<file path="src/rtl/kv_cache_refill_ctrl.sv">
// kv_cache_refill_ctrl: miss handler for the set-associative cache.
// Picks a victim way, writes it back if dirty, refills the line, then touches the LRU.
module kv_cache_refill_ctrl #(
  parameter  int WAY_NUM     = 4,
  parameter  int LINE_NUM    = 64,
  parameter  int LINE_WORDS  = 4,
  parameter  int DATA_WIDTH  = 32,
  parameter  int ADDR_WIDTH  = 32,
  localparam int INDEX_WIDTH = $clog2(LINE_NUM / WAY_NUM),
  localparam int OFS_WIDTH   = $clog2(LINE_WORDS * DATA_WIDTH / 8),
  localparam int TAG_WIDTH   = ADDR_WIDTH - INDEX_WIDTH - OFS_WIDTH,
  localparam int WORD_WIDTH  = $clog2(LINE_WORDS)
) (
  input  logic                           i_clk,
  input  logic                           i_rst,
  input  logic                           i_miss_valid,
  output logic                           o_miss_ready,
  input  logic [ADDR_WIDTH-1:0]          i_miss_addr,
  output logic [INDEX_WIDTH-1:0]         o_index,
  input  logic [WAY_NUM-1:0]             i_killmask,
  input  logic [WAY_NUM-1:0]             i_way_valid,
  input  logic [WAY_NUM-1:0]             i_way_dirty,
  input  logic [WAY_NUM*TAG_WIDTH-1:0]   i_way_tag,
  output logic                           o_rd_en,
  output logic [WAY_NUM-1:0]             o_rd_way,
  output logic [WORD_WIDTH-1:0]          o_rd_word,
  input  logic [DATA_WIDTH-1:0]          i_rd_data,
  output logic                           o_mem_wvalid,
  input  logic                           i_mem_wready,
  output logic [ADDR_WIDTH-1:0]          o_mem_waddr,
  output logic [DATA_WIDTH-1:0]          o_mem_wdata,
  output logic                           o_mem_wlast,
  output logic                           o_mem_arvalid,
  input  logic                           i_mem_arready,
  output logic [ADDR_WIDTH-1:0]          o_mem_araddr,
  input  logic                           i_mem_rvalid,
  input  logic [DATA_WIDTH-1:0]          i_mem_rdata,
  input  logic                           i_mem_rlast,
  output logic                           o_fill_we,
  output logic [WAY_NUM-1:0]             o_fill_way,
  output logic [WORD_WIDTH-1:0]          o_fill_word,
  output logic [DATA_WIDTH-1:0]          o_fill_data,
  output logic                           o_tag_we,
  output logic [WAY_NUM-1:0]             o_tag_way,
  output logic [TAG_WIDTH-1:0]           o_tag,
  output logic                           o_lru_update,
  output logic [WAY_NUM-1:0]             o_lru_hitway,
  output logic                           o_done,
  output logic                           o_err
);

  localparam int WAY_BITS  = $clog2(WAY_NUM);
  localparam int BYTE_BITS = OFS_WIDTH - WORD_WIDTH;

  typedef enum logic [2:0] {
    S_IDLE, S_SELECT, S_WB_RD, S_WB_WR, S_AR, S_FILL, S_COMMIT
  } state_t;

  state_t                  r_state;
  state_t                  w_nextState;
  logic [ADDR_WIDTH-1:0]   r_missAddr;
  logic [WAY_NUM-1:0]      r_victim;
  logic [TAG_WIDTH-1:0]    r_victimTag;
  logic [WORD_WIDTH-1:0]   r_wordCnt;
  logic [DATA_WIDTH-1:0]   r_wdataHold;
  logic                    r_rdPending;
  logic                    r_err;

  logic [WAY_BITS-1:0]     w_victimIdx;
  logic                    w_victimDirty;
  logic                    w_lastWord;
  logic [TAG_WIDTH-1:0]    w_missTag;
  logic [OFS_WIDTH-1:0]    w_wordOfs;

  assign o_index    = r_missAddr[OFS_WIDTH +: INDEX_WIDTH];
  assign w_missTag  = r_missAddr[ADDR_WIDTH-1 -: TAG_WIDTH];
  assign w_lastWord = (r_wordCnt == WORD_WIDTH'(LINE_WORDS - 1));
  assign w_wordOfs  = OFS_WIDTH'(r_wordCnt) << BYTE_BITS;
  assign o_err      = r_err;

  // Invalid ways are always preferred over the LRU choice; an empty killmask falls back to the top way.
  always_comb begin
    w_victimIdx = WAY_BITS'(WAY_NUM - 1);
    if (!(&i_way_valid)) begin
      for (int i = WAY_NUM - 1; i >= 0; i--)
        if (!i_way_valid[i]) w_victimIdx = WAY_BITS'(i);
    end else begin
      for (int i = WAY_NUM - 1; i >= 0; i--)
        if (i_killmask[i]) w_victimIdx = WAY_BITS'(i);
    end
    w_victimDirty = i_way_valid[w_victimIdx] & i_way_dirty[w_victimIdx];
  end

  always_comb begin
    w_nextState = r_state;
    case (r_state)
      S_IDLE:   if (i_miss_valid) w_nextState = S_SELECT;
      S_SELECT: w_nextState = w_victimDirty ? S_WB_RD : S_AR;
      S_WB_RD:  w_nextState = S_WB_WR;
      S_WB_WR:  if (i_mem_wready) w_nextState = w_lastWord ? S_AR : S_WB_RD;
      S_AR:     if (i_mem_arready) w_nextState = S_FILL;
      S_FILL:   if (i_mem_rvalid && w_lastWord) w_nextState = S_COMMIT;
      S_COMMIT: w_nextState = S_IDLE;
      default:  w_nextState = S_IDLE;
    endcase
  end

  always_comb begin
    o_miss_ready  = 1'b0;
    o_rd_en       = 1'b0;
    o_rd_way      = '0;
    o_rd_word     = '0;
    o_mem_wvalid  = 1'b0;
    o_mem_waddr   = '0;
    o_mem_wdata   = '0;
    o_mem_wlast   = 1'b0;
    o_mem_arvalid = 1'b0;
    o_mem_araddr  = '0;
    o_fill_we     = 1'b0;
    o_fill_way    = '0;
    o_fill_word   = '0;
    o_fill_data   = '0;
    o_tag_we      = 1'b0;
    o_tag_way     = '0;
    o_tag         = '0;
    o_lru_update  = 1'b0;
    o_lru_hitway  = '0;
    o_done        = 1'b0;
    case (r_state)
      S_IDLE: o_miss_ready = 1'b1;
      S_WB_RD: begin
        o_rd_en   = 1'b1;
        o_rd_way  = r_victim;
        o_rd_word = r_wordCnt;
      end
      // Array data is only present in the first WB_WR cycle; later cycles replay the hold copy.
      S_WB_WR: begin
        o_mem_wvalid = 1'b1;
        o_mem_waddr  = {r_victimTag, o_index, w_wordOfs};
        o_mem_wdata  = r_rdPending ? i_rd_data : r_wdataHold;
        o_mem_wlast  = w_lastWord;
      end
      S_AR: begin
        o_mem_arvalid = 1'b1;
        o_mem_araddr  = {r_missAddr[ADDR_WIDTH-1:OFS_WIDTH], {OFS_WIDTH{1'b0}}};
      end
      S_FILL: begin
        if (i_mem_rvalid) begin
          o_fill_we   = 1'b1;
          o_fill_way  = r_victim;
          o_fill_word = r_wordCnt;
          o_fill_data = i_mem_rdata;
        end
      end
      S_COMMIT: begin
        o_tag_we     = 1'b1;
        o_tag_way    = r_victim;
        o_tag        = w_missTag;
        o_lru_update = 1'b1;
        o_lru_hitway = r_victim;
        o_done       = 1'b1;
      end
      default: ;
    endcase
  end

  always_ff @(posedge i_clk) begin
    if (i_rst) begin
      r_state     <= S_IDLE;
      r_missAddr  <= '0;
      r_victim    <= '0;
      r_victimTag <= '0;
      r_wordCnt   <= '0;
      r_wdataHold <= '0;
      r_rdPending <= 1'b0;
      r_err       <= 1'b0;
    end else begin
      r_state     <= w_nextState;
      r_rdPending <= (r_state == S_WB_RD);
      case (r_state)
        S_IDLE: begin
          if (i_miss_valid) begin
            r_missAddr <= i_miss_addr;
            r_wordCnt  <= '0;
          end
        end
        S_SELECT: begin
          r_victim    <= WAY_NUM'(1) << w_victimIdx;
          r_victimTag <= i_way_tag[w_victimIdx*TAG_WIDTH +: TAG_WIDTH];
        end
        S_WB_WR: begin
          if (r_rdPending) r_wdataHold <= i_rd_data;
          if (i_mem_wready) r_wordCnt <= w_lastWord ? '0 : r_wordCnt + 1'b1;
        end
        // The beat counter alone ends the fill; rlast is only cross-checked.
        S_FILL: begin
          if (i_mem_rvalid) begin
            r_wordCnt <= r_wordCnt + 1'b1;
            if (i_mem_rlast != w_lastWord) r_err <= 1'b1;
          end
        end
        default: ;
      endcase
    end
  end

endmodule

</file>
<file path="config.mk">
export PLATFORM = sky130hd
export DESIGN_NAME = kv_cache_refill_ctrl
export DESIGN_NICKNAME = d
export VERILOG_FILES = /design/src/rtl/kv_cache_refill_ctrl.sv
export SDC_FILE = /design/constraint.sdc
export NUM_CORES = 1
export LEC_CHECK = 0
export CORE_AREA = 3 3 154 156
export CTS_BUF_LIST = sky130_fd_sc_hd__clkbuf_16
export CTS_CLUSTER_SIZE = 28
export DETAILED_ROUTE_END_ITERATION = 8
export DIE_AREA = 0 0 157 159
export HOLD_SLACK_MARGIN = 0.15
export PLACE_DENSITY = 0.66
export SYNTH_ARGS = -nofsm -noshare
export SYNTH_HDL_FRONTEND = slang
export SYNTH_SLANG_ARGS = --single-unit
</file>
<file path="constraint.sdc">
create_clock -name i_clk -period 1.9 [get_ports i_clk]
set_clock_uncertainty 0.2 [all_clocks]
set_input_delay 0.285 -clock i_clk [delete_from_list [all_inputs] [get_ports i_clk]]
set_output_delay 0.285 -clock i_clk [all_outputs]
set_load 0.005 [all_outputs]
</file>
After elaboration in Yosys (flattened, before gate mapping). Cells that the tools add are included.

Add/sub/neg operators: 1. Multipliers: 1. Magnitude comparators: 1. Eq/ne operators: 13. Shifts and indexed selects: 2. Muxes and demuxes: 45. Bitwise logic cells: 1. Reductions and logical operators: 8.

Operator list (count): $mux W32 (6); $shiftx A96 B8 Y24 (1); $mux W2 (12); $mux W24 (1); $mux W3 (6); $pmux W3 S6 (1); $mux W4 (4); $mux W1 (12); $reduce_and A4 Y1 (3); $ne A2 B2 Y1 const B (5); $eq A3 B3 Y1 const B (3); $eq A3 B2 Y1 const B (2); $pmux W2 S3 (1); $bmux W1 S2 (2); $mul A2 B2 Y4 const B (1); $shl A1 B2 Y4 const A (1); $eq A3 B1 Y1 const B (1); $logic_not A3 Y1 (1); $lt A2 B3 Y1 const B (1); $reduce_and A3 Y1 (1); $reduce_bool A3 Y1 (1); $add A2 B1 Y2 const B (1); $eq A2 B2 Y1 const B (1); $reduce_and A2 Y1 (1); other kinds (3) (3).

Flip-flop bits (word level): 99. Input bits: 211. Output and inout port bits: 186.

Depth between registers and ports, before layout.
Depth in word-level cells: 9. Depth in mapped cells: 9. Depth with buffers taken out: 6.

Worst setup path after synthesis. No wires, ideal clock.

Kind: flip-flop to output port. From: register r_state[2]. To: output port o_mem_araddr[12]. Data arrival time: 1.394 ns. Data required time: 1.415 ns. Setup slack: 0.021 ns. Cell stages (with the launch flop): 7. Buffers on the path: 3. Cell sequence: dfxtp_1 -> buf_2 -> nor2b_1 -> nor2b_1 -> clkbuf_1 -> clkbuf_1 -> and2_1.

Word-level cells in the longest chain between the ends: 2.

RTL lines: start, declared (line 59) `state_t r_state;`; start signal, assigned (line 178) `r_state <= w_nextState;`; $eq A3 B3 Y1 (line 129) `case (r_state)`; $mux W32 (line 129); end, declared (line 35) `output logic [ADDR_WIDTH-1:0] o_mem_araddr,`.

No other way between the ends.

Worst setup path after layout.
From: register r_state[1]. To: output port o_fill_data[30].

Word-level cells in the longest chain between the ends: 2.

RTL lines: $eq A3 B3 Y1 (line 129); $mux W32 (line 129); end, declared (line 42) `output logic [DATA_WIDTH-1:0] o_fill_data,`.

No other way between the ends.

==> metrics.md <==
| Metric | Value |
|---|---|
| Final WS setup | `-0.442 ns` |
| Via Count | `slightly above 7000` |
| Clock-pin slew on the worst setup and hold paths | `roughly 0.070 ns` |
| Peak VDD IR | `0.382 mV` |
| CP Max Fanout | `6` |
| Fin nets | `approximately 1400` |
| Clk root buf | `clkbuf_16` |
| Setup tns final | `-55.11 ns` |
| Pre-antenna DRT Iters | `5` |
| Core ar. | `22500 sq um` |
| Layout Area Growth over Synthesis | `103%` |
| Post-layout min period | `about 2.3 ns` |
| CP required | `about 1.4 ns` |
| Crit. End Element | `output pin` |
| Initial DRC Count | `354` |
| Post-synth EDFFs | `0` |
| Synth Area per Inst | `approximately 7.9 sq um` |
| Sequential cell area fraction in the yosys report | `0.329` |
| Number of remaining DRC errors | `0` |
| Switching Share | `0.318` |
| TritonCTS buffer count | `9` |
| CP arrival | `around 1.9 ns` |
| Number of global-route vias before repair | `~6800` |
| Global-route wire length before repair | `39.5 mm` |
| CP Class | `reg -> out` |
| Final HPWL from detailed placement | `roughly 18 mm` |
| Power density over the cells | `between 500 and 600 nW/um^2` |
| Die W | `~160 microns` |
| H-tree level count | `3` |
| DP Area | `10200 sq um` |
| Worst Setup Start Kind | `register` |
| Dominant cell type by area after synthesis | `dfxtp_1` |
| Clk pwr share | `0.277` |
| Seq pwr share | `0.347` |
| Max Fclk | `0.427 GHz` |
| Final setup viols | `213` |
| Antenna violations before repair | `1` |
| Sw Pwr | `about 2.2 mW` |
| Final hold vios | `0` |
| Layout cells sized above 1 | `0.410` |
| Pin count of the biggest net entering global routing | `96` |
| WL final | `approximately 29 mm` |
| Clock Path Buffers | `2` |
| Status | `finished with violations` |
| MaxCap Viol Count | `0` |
| Final Cell Area | `around 12000 sq um` |
| Slew HR | `0.642` |
| Grt ovf | `0` |
| Logic pwr share | `0.376` |
| Period utilisation layout | `1.23` |
| Clock sinks | `95` |
| Worst-skew pair later-pin latency | `between 0.3 and 0.4 ns` |
| Post-synthesis register bit count | `95` |
| Pre-CTS setup slack | `-0.452 ns` |
| FP Rows | `55` |
| Violated checks | `negative setup slack` |
| Count of final max-slew check failures | `0` |
| Multi-input logic area | `slightly below 4000 sq um` |
| Post-synthesis cell area | `about 5800 sq um` |
| Cell Int Power | `4.65 mW` |
| Synth cell types | `52` |
| Post-CTS Hold Buffers | `0` |
| Port Buf Inserts | `385` |
| Tot GR Track Use | `0.201` |
| Wire per inst | `19.5 microns` |
| RSZ-0062 raised after global routing | `yes` |
| Chip Height | `~160 microns` |
| Register Area | `roughly 1900 sq um` |
| Antenna-violating nets left | `0` |
| Via density | `approximately 4.8` |
| Least-Margin Pin Slew | `0.537 ns` |
| Largest cells by area after synthesis | `dfxtp_1, and2_1, nand2_1, a21oi_1, mux2i_1` |
| Die ar. | `~25000 sq um` |
| GPL Wtd Cong | `roughly 0.83` |
| Pleak | `between 4 and 5 nW` |
| Main flop type after synthesis | `dfxtp_1` |
| Worst Hold Class | `reg -> reg` |
| # fillers | `~2100` |
| Initial Util | `0.257` |
| Share of Yosys cell area claimed by the top area cell type | `0.329` |
| Ys Warns | `0` |
| Synth async-reset ratio | `0` |
| # IOs | `~400` |
| CTS tree | `built` |
| Mapped Cells | `about 730` |
## what timing repair did
| item | in CTS | in global routing |
|---|---|---|
| cloned | 10 | 13 |
| setup buffers | 38 | 31 |
| pin swaps | 33 | 24 |
| endpoints found under the setup margin | 209 | 239 |
| gates resized for setup | 478 | 382 |
## cell families (layout without fill, tap and decap cells)
kind of cell / Yosys count / count (layout) / synth area share
AO/OA/AOI/OAI: 158 / 158 / 0.223
XOR/XNOR: 1 / 1 / 0.00151
adder cells (fa/ha/maj): 1 / 1 / 0.00216
buffers and inverters: 85 / 547 / 0.0808
flip-flops: 95 / 95 / 0.329
multiplexers: 32 / 32 / 0.0553
other: 1 / 7 / 0.000648
AND/OR/NAND/NOR: 361 / 361 / 0.308
## state kept, by name, indices dropped and copies added (netlist names)
name,cells
r_state,3
r_wordCnt,2
r_rdPending,1
r_wdataHold,32
r_missAddr,28
o_err,1
r_victimTag,24
r_victim,4
## metrics by stage
step | utilization | cells | hold WS (ns) | total power [mW]
2_1_floorplan | - | 739 | 0.221 | 3.38
3_3_place_gp | 0.454 | 1387 | 0.241 | 4.48
3_5_place_dp | 0.454 | 1387 | 0.246 | 4.50
4_1_cts | 0.490 | 1450 | 0.256 | 6.59
5_1_grt | 0.523 | 1486 | 0.272 | 7.15
6_report | 0.523 | 1487 | 0.254 | 6.81
## cell type report
type | instances | share of cell area
timing repair buffer | 529 | 0.451
multi-input combinational | 559 | 0.330
sequential | 95 | 0.162
tap | 285 | 0.0303
clock buffer | 9 | 0.0191
clock inverter | 6 | 0.00595
inverter | 3 | 0.000957
antenna | 1 | 0.000213
## layer usage
layer | wire [microns] | up-vias | track usage
met2 | 14800 | 281 | 0.363
met3 | 1610 | 37 | 0.0302
met1 | 12000 | 3413 | 0.247
met4 | 563 | 0 | 0.0545
met5 | 0 | - | 0
li1 | - | 3423 | -
## path summary, 6_finish.rpt
kind                  start               to  slack, ns  cells after the start
min reg2reg  r_wdataHold[0]   r_wdataHold[0]       0.25                      2
max              r_state[1]  o_fill_data[30]      -0.44                      8
max reg2reg      r_state[2]  r_wdataHold[26]      -0.25                     11
min          r_wdataHold[0]   r_wdataHold[0]       0.25                      2
## worst max-delay path, stage by stage (launching register included)
cell and delay [ns]:
dfxtp_4 0.37, buf_4 0.15, nor2b_4 0.14, and3_4 0.24, buf_12 0.14, buf_16 0.13
buf_12 0.11, and2_1 0.12, clkbuf_2 0.11
## power groups by stage
stage | Sequential, mW | Clock (mW) | Combinational (mW)
after global placement | 2.38 | 0 | 2.10
after CTS | 2.35 | 1.95 | 2.29
after floorplan | 2.33 | 0 | 1.05
after detailed placement | 2.39 | 0 | 2.12
after global routing | 2.39 | 2.02 | 2.75
final | 2.36 | 1.89 | 2.56
## layout by cell type (no fill, tap or decap), drive strengths merged, types with 2 or more instances in the layout
cell             n
a211oi          24
nand2b           3
nand3            6
nor2b            8
o211ai           2
a21oi           70
a221oi          25
clkbuf          63
nor2            60
o21ai            3
and3            36
nor3b            2
and2           101
clkdlybuf4s15    3
a31oi            2
nand2          136
clkdlybuf4s50  209
or3b             2
conb             6
a22oi           24
a21boi           2
inv              5
mux2i           32
dfxtp           95
buf            261
clkinv           2
## synthesized netlist by cell type, types with 19 or more instances
library cell,instances
a211oi_2,19
a21oi_1,67
a221oi_1,24
a22oi_2,19
and2_1,101
and3_1,36
buf_4,21
clkbuf_1,38
dfxtp_1,95
mux2i_1,32
nand2_1,135
nor2_1,60
Note: power is estimated with default switching activity, not from simulation.
